--- src/rtl/threshold_monitor.sv ---
// threshold_monitor: hysteresis stage behind the 4-bit magnitude comparator.
// The alarm rises after SET_CNT consecutive "greater" samples. It falls after
// CLR_CNT consecutive "equal/less" samples. Valid samples whose flags are not
// one-hot are rejected and reported on err.
// Optional build macro THRESH_MON_STATS_EN adds an 8-bit saturating
// alarm_events counter. It counts fresh alarm entries from IDLE or ARMING.
module threshold_monitor #(
    parameter int SET_CNT = 3,
    parameter int CLR_CNT = 2,
    parameter int CNT_W   = 4
) (
    input  logic             clk,
    input  logic             rst_n,
    input  logic             in_valid,
    input  logic             G,
    input  logic             E,
    input  logic             L,
    output logic             alarm,
    output logic             pending,
    output logic [CNT_W-1:0] streak,
    output logic             err
`ifdef THRESH_MON_STATS_EN
    ,
    output logic [7:0]       alarm_events
`endif
);

    typedef enum logic [1:0] {
        S_IDLE,
        S_ARMING,
        S_ALARM,
        S_CLEARING
    } state_t;

    localparam logic [CNT_W-1:0] SET_V = CNT_W'(SET_CNT);
    localparam logic [CNT_W-1:0] CLR_V = CNT_W'(CLR_CNT);
    localparam logic [CNT_W-1:0] ONE_V = CNT_W'(1);

    state_t           state, state_nx;
    logic [CNT_W-1:0] cnt_nx;
    logic [CNT_W-1:0] cnt_inc;
    logic             one_hot;
    logic             take;
    logic             reject;
    logic             up;

    // Classify the incoming sample: accepted (one-hot) or rejected.
    always_comb begin
        one_hot = ({G, E, L} == 3'b100) || ({G, E, L} == 3'b010) ||
                  ({G, E, L} == 3'b001);
        take    = in_valid && one_hot;
        reject  = in_valid && !one_hot;
        up      = G;
        cnt_inc = streak + ONE_V;
    end

    // Next-state and next-count logic; rejected or absent samples hold both.
    always_comb begin
        // NOTE: defaults first so every path assigns every output -> no latches.
        state_nx = state;
        cnt_nx   = streak;
        if (take) begin
            unique case (state)
                S_IDLE: begin
                    if (up) begin
                        if (SET_V == ONE_V) begin
                            state_nx = S_ALARM;
                            cnt_nx   = '0;
                        end else begin
                            state_nx = S_ARMING;
                            cnt_nx   = ONE_V;
                        end
                    end else begin
                        cnt_nx = '0;
                    end
                end
                S_ARMING: begin
                    if (up) begin
                        if (cnt_inc == SET_V) begin
                            state_nx = S_ALARM;
                            cnt_nx   = '0;
                        end else begin
                            cnt_nx = cnt_inc;
                        end
                    end else begin
                        state_nx = S_IDLE;
                        cnt_nx   = '0;
                    end
                end
                S_ALARM: begin
                    if (up) begin
                        cnt_nx = '0;
                    end else if (CLR_V == ONE_V) begin
                        state_nx = S_IDLE;
                        cnt_nx   = '0;
                    end else begin
                        state_nx = S_CLEARING;
                        cnt_nx   = ONE_V;
                    end
                end
                S_CLEARING: begin
                    if (up) begin
                        state_nx = S_ALARM;
                        cnt_nx   = '0;
                    end else if (cnt_inc == CLR_V) begin
                        state_nx = S_IDLE;
                        cnt_nx   = '0;
                    end else begin
                        cnt_nx = cnt_inc;
                    end
                end
                default: begin
                    state_nx = S_IDLE;
                    cnt_nx   = '0;
                end
            endcase
        end
    end

    // State, counter and registered outputs all update on the same edge.
    always_ff @(posedge clk or negedge rst_n) begin
        if (!rst_n) begin
            state   <= S_IDLE;
            streak  <= '0;
            alarm   <= 1'b0;
            pending <= 1'b0;
            err     <= 1'b0;
        end else begin
            // NOTE: non-blocking so every flop samples pre-edge values.
            state   <= state_nx;
            streak  <= cnt_nx;
            alarm   <= (state_nx == S_ALARM) || (state_nx == S_CLEARING);
            pending <= (state_nx == S_ARMING) || (state_nx == S_CLEARING);
            err     <= reject;
        end
    end

`ifdef THRESH_MON_STATS_EN
    logic fresh_alarm;

    // A fresh alarm is an entry into ALARM from IDLE or ARMING. Re-entry from CLEARING is excluded.
    always_comb begin
        fresh_alarm = (state_nx == S_ALARM) &&
                      ((state == S_IDLE) || (state == S_ARMING));
    end

    // Saturating count of fresh alarm entries.
    always_ff @(posedge clk or negedge rst_n) begin
        if (!rst_n) begin
            alarm_events <= 8'd0;
        end else if (fresh_alarm && (alarm_events != 8'hFF)) begin
            alarm_events <= alarm_events + 8'd1;
        end
    end
`endif

endmodule

--- config.mk ---
export PLATFORM = sky130hd
export DESIGN_NAME = threshold_monitor
export DESIGN_NICKNAME = d
export VERILOG_FILES = /design/src/rtl/threshold_monitor.sv
export SDC_FILE = /design/constraint.sdc
export NUM_CORES = 1
export LEC_CHECK = 0
export CAP_MARGIN = 20
export CORE_MARGIN = 1
export CORE_UTILIZATION = 30
export DETAILED_ROUTE_END_ITERATION = 10
export PLACE_DENSITY = 0.58
export RECOVER_POWER = 25
export SYNTH_ARGS = -nofsm -noshare
export SYNTH_HDL_FRONTEND = slang
export SYNTH_SLANG_ARGS = --single-unit
--- constraint.sdc ---
create_clock -name clk -period 3.7 [get_ports clk]
set_clock_uncertainty 0.05 [all_clocks]
set_input_delay 0.555 -clock clk [delete_from_list [all_inputs] [get_ports clk]]
set_output_delay 0.555 -clock clk [all_outputs]
set_load 0.05 [all_outputs]
---- Yosys cells after proc, flatten, opt, wreduce, memory -nomap -nowiden ----
Index checks and enable logic that the tools add are counted.
operators by class
  mux-type cells .......................... 15
  equality and inequality tests ........... 11
  $add $sub $neg .......................... 1
  reductions and logical operators ........ 8
operators by type and width
  cell                   count
  $mux W4                4
  $pmux W4 S4            1
  $mux W2                7
  $eq A2 B2 Y1 const B   4
  $eq A4 B2 Y1 const B   2
  $pmux W2 S4            1
  $add A4 B1 Y4 const B  1
  $eq A2 B1 Y1 const B   2
  $logic_or A1 B1 Y1     4
  $eq A3 B1 Y1 const B   1
  $eq A3 B2 Y1 const B   1
  $eq A3 B3 Y1 const B   1
  $logic_and A1 B1 Y1    2
  $logic_not A2 Y1       1
  $mux W1                2
  $logic_not A1 Y1       1
word-level totals
  bits of input ports ..................... 6
  bits in registers ....................... 9

---- Logic depth before layout (Yosys ltp) ----
Gate-level depths: netlist (run 1).
  depth after elaboration ................. 8
  gate-level depth with buffers ........... 7

---- Worst setup path before layout (run 1) ----
Ideal clock, no wire load.
  path kind ............................... register to register
  from .................................... register streak[0]
  to ...................................... register alarm
  library setup time ...................... 134 ps
  required time ........................... 3516 ps
  setup slack ............................. 1655 ps
  stages on the path, launching flop included .. 6
  arrival time ............................ 1860 ps
  clock period less this slack ............ 2045 ps
  path through ............................ dfrtp_1 ha_1 or3_4 a21bo_2 nor4_1 nor3_1
between the ends
  word-level cells in the longest chain between the ends .. 8
  elaborated cells between the ends (all ways) .. 12
ends and longest elaborated chain
  element                                 line     text
  from (decl)                             20       output logic [CNT_W-1:0] streak,
  from (signal assigned)                  131      streak <= cnt_nx;
  $add A4 B1 Y4 (*)                       54       cnt_inc = streak + ONE_V;
  $eq A4 B2 Y1, on equally long branches  105, 79
  $mux W2, on equally long branches       105, 79
  $mux W2, on equally long branches       102, 78
  $pmux W2 S4 (*)                         63       unique case (state)
  $mux W2 (*)                             62       if (take) begin
  $eq A2 B2 Y1                            132      alarm <= (state_nx == S_ALARM) || (state_nx == S_CLEARING);
  $logic_or A1 B1 Y1 (*)                  132
  to (signal assigned)                    132
  to (decl)                               18       output logic alarm,
Every way passes the cells marked *; elsewhere a longest branch is shown, timed or not.
A chain may end at the register's enable or synchronous reset.

---- Worst setup path after layout (run 1) ----
  from .................................... register streak[0]
  to ...................................... output streak[0]
No word-level cell between the ends.

==> metrics.csv, run 1 <==
metric;value;unit
status;finished, final reports clean;
CTS H-tree lvls;1;
max-cap check violation count;0;
crit-path cells;clkdlybuf4s50_1;
Hold Buf Count CTS;0;
Final ANT Viol Nets;0;
Yosys top cell area share;0.376;
die area;0.00194;mm2
RR Endpoint;state[1]$_DFF_PN0_;
GR Overflow Total;0;
Top delay family on crit path;buffers and inverters;
starting DRC count in detailed routing;12;
worst path bufs/invs;1;
slew margin rel.;0.535;
first-pass GRT wire length;1.89;mm
initial antenna violation count;0;
Critical Path RT;3.09;ns
Die Height;44.1;um
CTS Sinks;8;
setup repair bufs after CTS;0;
most common library cell in the layout ignoring fill and taps;clkdlybuf4s50_1;
CTS tree;done;
Comb power frac;0.489;
Synth Register Bits;8;
Tcrit/Tclk final;0.605;
CP max stage cell;clkdlybuf4s50_1;
routability cong.;0.920;
Setup CP Type;reg -> out;
r2r setup slk;1.71;ns
top layer in use;met4;
Seq/Total Area, Yosys;0.376;
vias in the first global route;464;
largest area contributor in the netlist;dfrtp_1;
min-delay src;pending$_DFF_PN0_;
CTS max path bufs;2;
cell internal pwr;0.222;mW
f_max;447;MHz
Ant. Diodes;0;
Nets;82;
# port buffers;12;
synthesized area per cell;9.17;um2
CP Launch Type;register;
VDD IR max;0.000206;V
Worst Path Arrival;1.63;ns
Post-Route M1 WL;554;um
largest net degree at the start of global routing;12;
1st-pass router iterations;6;
CTS Buf Count;3;
CP max stage delay;0.86;ns
Worst-path clk slew;0.06;ns
routed wire length;1.14;mm
Syn Nets;67;
Reg power frac;0.340;
CTS Root Cell;clkbuf_4;
most frequent cells in the layout;clkdlybuf4s50_1, dfrtp_1, o21ai_0, nand2_1, inv_1;
Initial Util;0.337;
fin util;0.429;
metal3 WL;58;um
fillcell total;159;
Critical R2R Launch;streak[0]$_DFFE_PN0P_;
synthesized area;532;um2
Slew @ Worst Pin;0.695;ns
Final setup viols;0;
Die Wd;44.1;um
leakage;0.300;nW
post-CTS sizing;0;
Psw;0.174;mW
P per Cell Area;586;mW/mm2
Vias;466;
wire length per cell;13.1;um
largest cells by area after synthesis;dfrtp_1, ha_1, o21ai_0, nand2_1, a21bo_2;
YS warnings;0;
Hold Crit Class;reg -> reg;
Post-Place Cells;84;
Slew Viols, Final;0;
Setup TNS Final;0;ns
Worst-Skew Late Latency;0.26;ns
nature of the critical path endpoint;primary output;
total core area;0.00158;mm2
CP startpoint;streak[0]$_DFFE_PN0P_;
Via density;5.36;
Ports;13;
Post-Layout Cell Count;87;
Clk network pwr share;0.171;
GRT Total Usage;0.138;
count of unique library cells instantiated by Yosys;26;
WL met2;503;um
WHS Path Cells;1;
min cycle time layout;2.24;ns
Area growth syn-to-layout;27.1;%
DRC viols;0;
Max FO, Critical Path;8;
layout cells sized above 1;0.113;
Hold Vio Cnt, Final;0;
# rows;14;
RSZ-0062 raised after global routing;no;
switching part of the total;0.439;
FF-to-FF path depth;5;
Min-Delay Endpoint;pending$_DFF_PN0_;
Post-Syn Instances;58;
-- logic make-up (layout without fill, tap and decap cells) --
| family | count (synthesis) | count (layout) | share of synthesized area |
|---|---|---|---|
| AND/OR/NAND/NOR | 19 | 19 | 0.191 |
| AO/OA/AOI/OAI | 18 | 18 | 0.238 |
| XOR/XNOR | 2 | 2 | 0.0329 |
| adder cells (fa/ha/maj) | 3 | 3 | 0.0706 |
| multiplexers | 1 | 1 | 0.0212 |
| buffers and inverters | 7 | 20 | 0.0706 |
| flip-flops | 8 | 8 | 0.376 |
-- layer usage --
metal	vias up	global-route usage
met5	-	0
met4	0	0.0545
met3	5	0.0735
met2	12	0.200
met1	213	0.172
li1	236	-
-- layout make-up --
| class | count | area, um2 | share of cell area |
|---|---|---|---|
| multi-input cells | 43 | 294 | 0.435 |
| flip-flops and latches | 8 | 200 | 0.296 |
| repair buffers | 12 | 120 | 0.178 |
| clock buffers | 3 | 22.5 | 0.0333 |
| well taps | 16 | 20.0 | 0.0296 |
| inverters | 5 | 18.8 | 0.0278 |
-- sequential cells by signal, indices dropped and copies added (netlist names) --
| name | cells |
|---|---|
| state | 1 |
| pending | 1 |
| err | 1 |
| alarm | 1 |
| streak | 4 |
-- through the flow --
step,power [mW],worst slack (ns),hold slack (ns),area [um2]
CTS,0.399,1.44,0.522,676
global placement,0.328,1.32,0.539,653
detailed placement,0.330,1.27,0.515,653
global route,0.424,1.37,0.590,676
finish,0.396,1.46,0.515,676
floorplan,0.269,1.66,0.209,532
-- synth_stat cells (all sizes together) --
library cell  instances
dfrtp                 8
nand2                 6
o21ai                 6
inv                   5
a31oi                 3
ha                    3
nor2                  3
nor3                  3
a21bo                 2
a21boi                2
a2bb2oi               2
buf                   2
xor2                  2
a21oi                 1
and2                  1
mux2                  1
nand3                 1
nand3b                1
nand4                 1
nor4                  1
o211ai                1
o41ai                 1
or3                   1
or4b                  1
-- worst max-delay path by stage --
stage / endpoint / slack [ns] / cells after the start
4_1_cts: streak[0] / 1.44 / 1
3_3_place_gp: alarm$_DFF_PN0_ / 1.32 / 6
6_report: streak[0] / 1.46 / 1
2_1_floorplan: alarm$_DFF_PN0_ / 1.66 / 5
3_5_place_dp: alarm$_DFF_PN0_ / 1.27 / 6
5_1_grt: state[1]$_DFF_PN0_ / 1.37 / 5
-- power by group through the flow --
stage	Sequential [mW]	Clock, mW	Combinational, mW
6_report	0.135	0.0676	0.194
3_3_place_gp	0.135	0	0.193
5_1_grt	0.139	0.0752	0.210
2_1_floorplan	0.184	0	0.0853
3_5_place_dp	0.137	0	0.193
4_1_cts	0.135	0.0696	0.194
Note: power is estimated with default switching activity, not from simulation.
==> inputs of run 2 (changes only) <==
clock period = 2.3 ns   (was 3.7 ns; I/O delays follow)
==> metrics.csv, run 2 (synthesis results as in run 1) <==
metric;value;unit;change
post-CTS sizing;0;;unchanged
vias in the first global route;441;;-5.0%
# port buffers;12;;unchanged
Die Wd;44.1;um;unchanged
GR Overflow Total;0;;unchanged
most frequent cells in the layout;clkdlybuf4s50_1, dfrtp_1, o21ai_0, nand2_1, inv_1;;
FF-to-FF path depth;5;;unchanged
Initial Util;0.337;;unchanged
Via density;5.22;;-2.5%
leakage;0.314;nW;+4.8%
Final Power;0.643;mW;+62%
placed instance area;676;um2;+3.4%
fin area;698;um2;+3.3%
fillcell total;157;;-1.3%
CTS H-tree lvls;1;;unchanged
Ports;13;;unchanged
Critical Path RT;1.90;ns;-1.19 ns
RSZ-0062 raised after global routing;no;;
Slew Viols, Final;0;;unchanged
Die Height;44.1;um;unchanged
Vias;470;;+0.86%
initial antenna violation count;0;;unchanged
total core area;0.00158;mm2;unchanged
Nets;85;;+3.7%
r2r setup slk;0.46;ns;-1.25 ns
wire length per cell;12.3;um;-6.1%
nature of the critical path endpoint;primary output;;
Final ANT Viol Nets;0;;unchanged
Final setup viols;0;;unchanged
DRC viols;0;;unchanged
Critical R2R Launch;streak[0]$_DFFE_PN0P_;;
routed wire length;1.11;mm;-2.8%
RR Endpoint;alarm$_DFF_PN0_;;
f_max;513;MHz;
Max FO, Critical Path;7;;-1
CP Launch Type;register;;
most common library cell in the layout ignoring fill and taps;clkdlybuf4s50_1;;
pre-CTS WS;0.257;ns;-1.01 ns
Worst-Skew Late Latency;0.25;ns;about the same
Biggest register;streak;;
CTS max path bufs;2;;unchanged
max-cap check violation count;0;;unchanged
routability cong.;0.897;;-2.6%
first-pass GRT wire length;1.86;mm;-1.8%
Setup CP Type;reg -> out;;
Worst Path Arrival;1.55;ns;-0.08 ns
Area growth syn-to-layout;31.3;%;
Slew @ Worst Pin;0.492;ns;-0.202 ns
CTS tree;done;;
Ant. Diodes;0;;unchanged
Hold Crit Class;in -> async;;
1st-pass router iterations;6;;unchanged
largest net degree at the start of global routing;9;;-3
Hold WS;0.397;ns;-0.118 ns
setup repair bufs after CTS;0;;unchanged
starting DRC count in detailed routing;2;;-10
status;finished, final reports clean;;
Hold Buf Count CTS;0;;unchanged
P per Cell Area;921;mW/mm2;+57%
fin util;0.443;;+0.0143
Reg area;200;um2;unchanged
Setup TNS Final;0;ns;unchanged
VDD IR max;0.000357;V;+73%
Post-Layout Cell Count;90;;+3.4%
Tcrit/Tclk final;0.848;;
area of the multi-input gates;294;um2;unchanged
slew margin rel.;0.671;;+0.136
die area;0.00194;mm2;unchanged
# rows;14;;unchanged
Hold Vio Cnt, Final;0;;unchanged
post-route setup slack;0.350;ns;-1.11 ns
Worst-path clk slew;0.05;ns;about the same
max reg flops;4;;unchanged
CTS Root Cell;clkbuf_4;;
CTS Sinks;8;;unchanged
layout cells sized above 1;0.149;;+0.0360
Post-Place Cells;87;;+3.6%
GRT Total Usage;0.135;;-0.00266
CTS Buf Count;3;;unchanged
Detailed Place HPWL;860;um;
min cycle time layout;1.95;ns;
## run 2: changes by cell type in the layout (fill, tap and decap cells not counted), sizes merged
cell,before,now
buf,0,3
## run 2: critical path: stages, from the launching register on
cell and delay [ns]:
dfrtp_1 0.35, buf_4 0.15, clkdlybuf4s50_1 0.80
## run 2: how the worst max path moves through the flow
stage	depth (start not counted)	endpoint	slack, ns	start
after CTS	2	streak[0]	0.33	streak[0]$_DFFE_PN0P_
final	2	streak[0]	0.35	streak[0]$_DFFE_PN0P_
after global routing	1	pending	0.31	pending$_DFF_PN0_
after floorplan	5	alarm$_DFF_PN0_	0.26	streak[0]$_DFFE_PN0P_
after detailed placement	6	alarm$_DFF_PN0_	0.26	G
after global placement	6	state[1]$_DFF_PN0_	0.30	L
## run 2: report_power, final
part / total [mW] / switching [mW] / leakage [nW] / internal (mW)
sequential: 0.198 / 0.0312 / 0.104 / 0.167
combinational: 0.342 / 0.198 / 0.196 / 0.144
clock: 0.102 / 0.0427 / 0.0138 / 0.0593
## run 2: area by class of cell
class,instances,area share
Clock buffer,3,0.0323
Inverter,5,0.0269
Multi-Input combinational cell,43,0.421
Sequential cell,8,0.287
Tap cell,16,0.0287
Timing Repair Buffer,15,0.204
## run 2: per-layer routing
metal	up-vias	global-route usage	wire (um)
met2	13	0.203	526
met5	-	0	0
li1	243	-	-
met4	0	0.0303	0
met1	214	0.169	509
met3	0	0.0776	69
==> inputs of run 3 (changes only) <==
clock period = 1.85 ns   (was 2.3 ns; I/O delays follow)
==> metrics.csv, run 3 (synthesis results as in run 1) <==
metric;value;unit;change
slew margin rel.;0.672;;+0.00173
Nets;90;;+5.9%
CP max stage cell;or3_4;;
Hold Crit Class;in -> async;;
Setup CP Type;reg -> reg;;
Biggest register;streak;;
Area growth syn-to-layout;38.4;%;
nature of the critical path endpoint;register;;
min cycle time layout;1.74;ns;
starting DRC count in detailed routing;4;;+2
Slew Viols, Final;0;;unchanged
Worst-Skew Late Latency;0.25;ns;about the same
Critical Path RT;1.92;ns;+0.02 ns
Ant. Diodes;0;;unchanged
CP max stage delay;0.41;ns;-0.39 ns
Die Height;44.1;um;unchanged
most common library cell in the layout ignoring fill and taps;buf_4;;
VDD IR max;0.000512;V;+44%
status;finished, final reports clean;;
max reg flops;4;;unchanged
CP Launch Type;register;;
CTS Sinks;8;;unchanged
fillcell total;148;;-5.7%
CTS Root Cell;clkbuf_4;;
Reg area;203;um2;+1.2%
area of the multi-input gates;300;um2;+2.1%
# port buffers;12;;unchanged
largest net degree at the start of global routing;9;;unchanged
wire length per cell;12.1;um;-1.3%
Max FO, Critical Path;4;;-3
Final Power;0.827;mW;+29%
Post-Place Cells;92;;+5.7%
routability cong.;0.738;;-18%
Hold Buf Count CTS;0;;unchanged
most frequent cells in the layout;buf_4, o21ai_0, nand2_1, dfrtp_1, clkdlybuf4s50_1;;
leakage;0.345;nW;+9.7%
Die Wd;44.1;um;unchanged
vias in the first global route;510;;+16%
CP startpoint;streak[0]$_DFFE_PN0P_;;
CTS max path bufs;2;;unchanged
Top delay family on crit path;simple AND/OR/NAND/NOR gates;;
max-cap check violation count;0;;unchanged
crit-path cells;ha_1, or3_4, a21bo_2, nor4_2, nor3_1;;
Worst-path clk slew;0.06;ns;about the same
1st-pass router iterations;6;;unchanged
CTS Buf Count;3;;unchanged
Tcrit/Tclk final;0.940;;
CTS tree;done;;
Ports;13;;unchanged
routed wire length;1.16;mm;+5.2%
post-CTS sizing;0;;unchanged
Vias;492;;+4.7%
Setup TNS Final;0;ns;unchanged
P per Cell Area;1120;mW/mm2;+22%
total core area;0.00158;mm2;unchanged
Detailed Place HPWL;912;um;+6.1%
Via density;5.13;;-1.9%
# rows;14;;unchanged
Initial Util;0.337;;unchanged
setup repair bufs after CTS;0;;unchanged
Critical R2R Launch;streak[0]$_DFFE_PN0P_;;
die area;0.00194;mm2;unchanged
Hold Vio Cnt, Final;0;;unchanged
first-pass GRT wire length;2.09;mm;+13%
Slew @ Worst Pin;0.490;ns;-0.00259 ns
GRT Total Usage;0.146;;+0.0103
Post-Layout Cell Count;96;;+6.7%
CTS H-tree lvls;1;;unchanged
initial antenna violation count;0;;unchanged
Final ANT Viol Nets;0;;unchanged
worst path bufs/invs;0;;-2
GR Overflow Total;0;;unchanged
Worst Path Arrival;1.81;ns;+0.26 ns
RSZ-0062 raised after global routing;no;;
DRC viols;0;;unchanged
Final setup viols;0;;unchanged
layout cells sized above 1;0.300;;+0.151
f_max;575;MHz;
## run 3: final cells by class
class                   count  area share
clock buffers               4      0.0357
inverters                   5      0.0255
well taps                  16      0.0272
repair buffers             20       0.228
flip-flops and latches      8       0.276
multi-input cells          43       0.408
## run 3: metal layers
layer  global-route usage  share of wire  vias up
li1                     -              -      256
met1                0.192           0.48      227
met2                0.226           0.48        9
met3               0.0408          0.039        0
met4               0.0545              0        0
met5                    0              0        -
## run 3: worst paths after layout
path | endpoint | slack [ns] | cells after the start
max | state[1]$_DFF_PN0_ | 0.11 | 5
min | streak[2]$_DFFE_PN0P_ | 0.32 | 1
max reg2reg | state[1]$_DFF_PN0_ | 0.11 | 5
min reg2reg | pending$_DFF_PN0_ | 0.53 | 1
max in group asynchronous | streak[1]$_DFFE_PN0P_ | 1.14 | 1
min in group clk | pending$_DFF_PN0_ | 0.53 | 1
## run 3: stage by stage
stage	cell area (um2)	util	hold WS [ns]	setup slack [ns]
CTS	736	0.467	0.262	0.0996
global placement	709	0.450	0.534	0.0453
detailed placement	709	0.450	0.539	0.0137
finish	736	0.467	0.322	0.112
floorplan	541	-	-0.0681	0.0107
global route	736	0.467	0.344	0.000842
## run 3: power breakdown
group          internal [mW]  switching (mW)
sequential             0.210          0.0373
combinational          0.182           0.254
clock                 0.0826          0.0612
## run 3: worst reg2reg max path, stage by stage, from the launching register on
cell and delay, ns:
dfrtp_2 0.40, ha_1 0.24, or3_4 0.41, a21bo_2 0.24
nor4_2 0.18, nor3_1 0.08
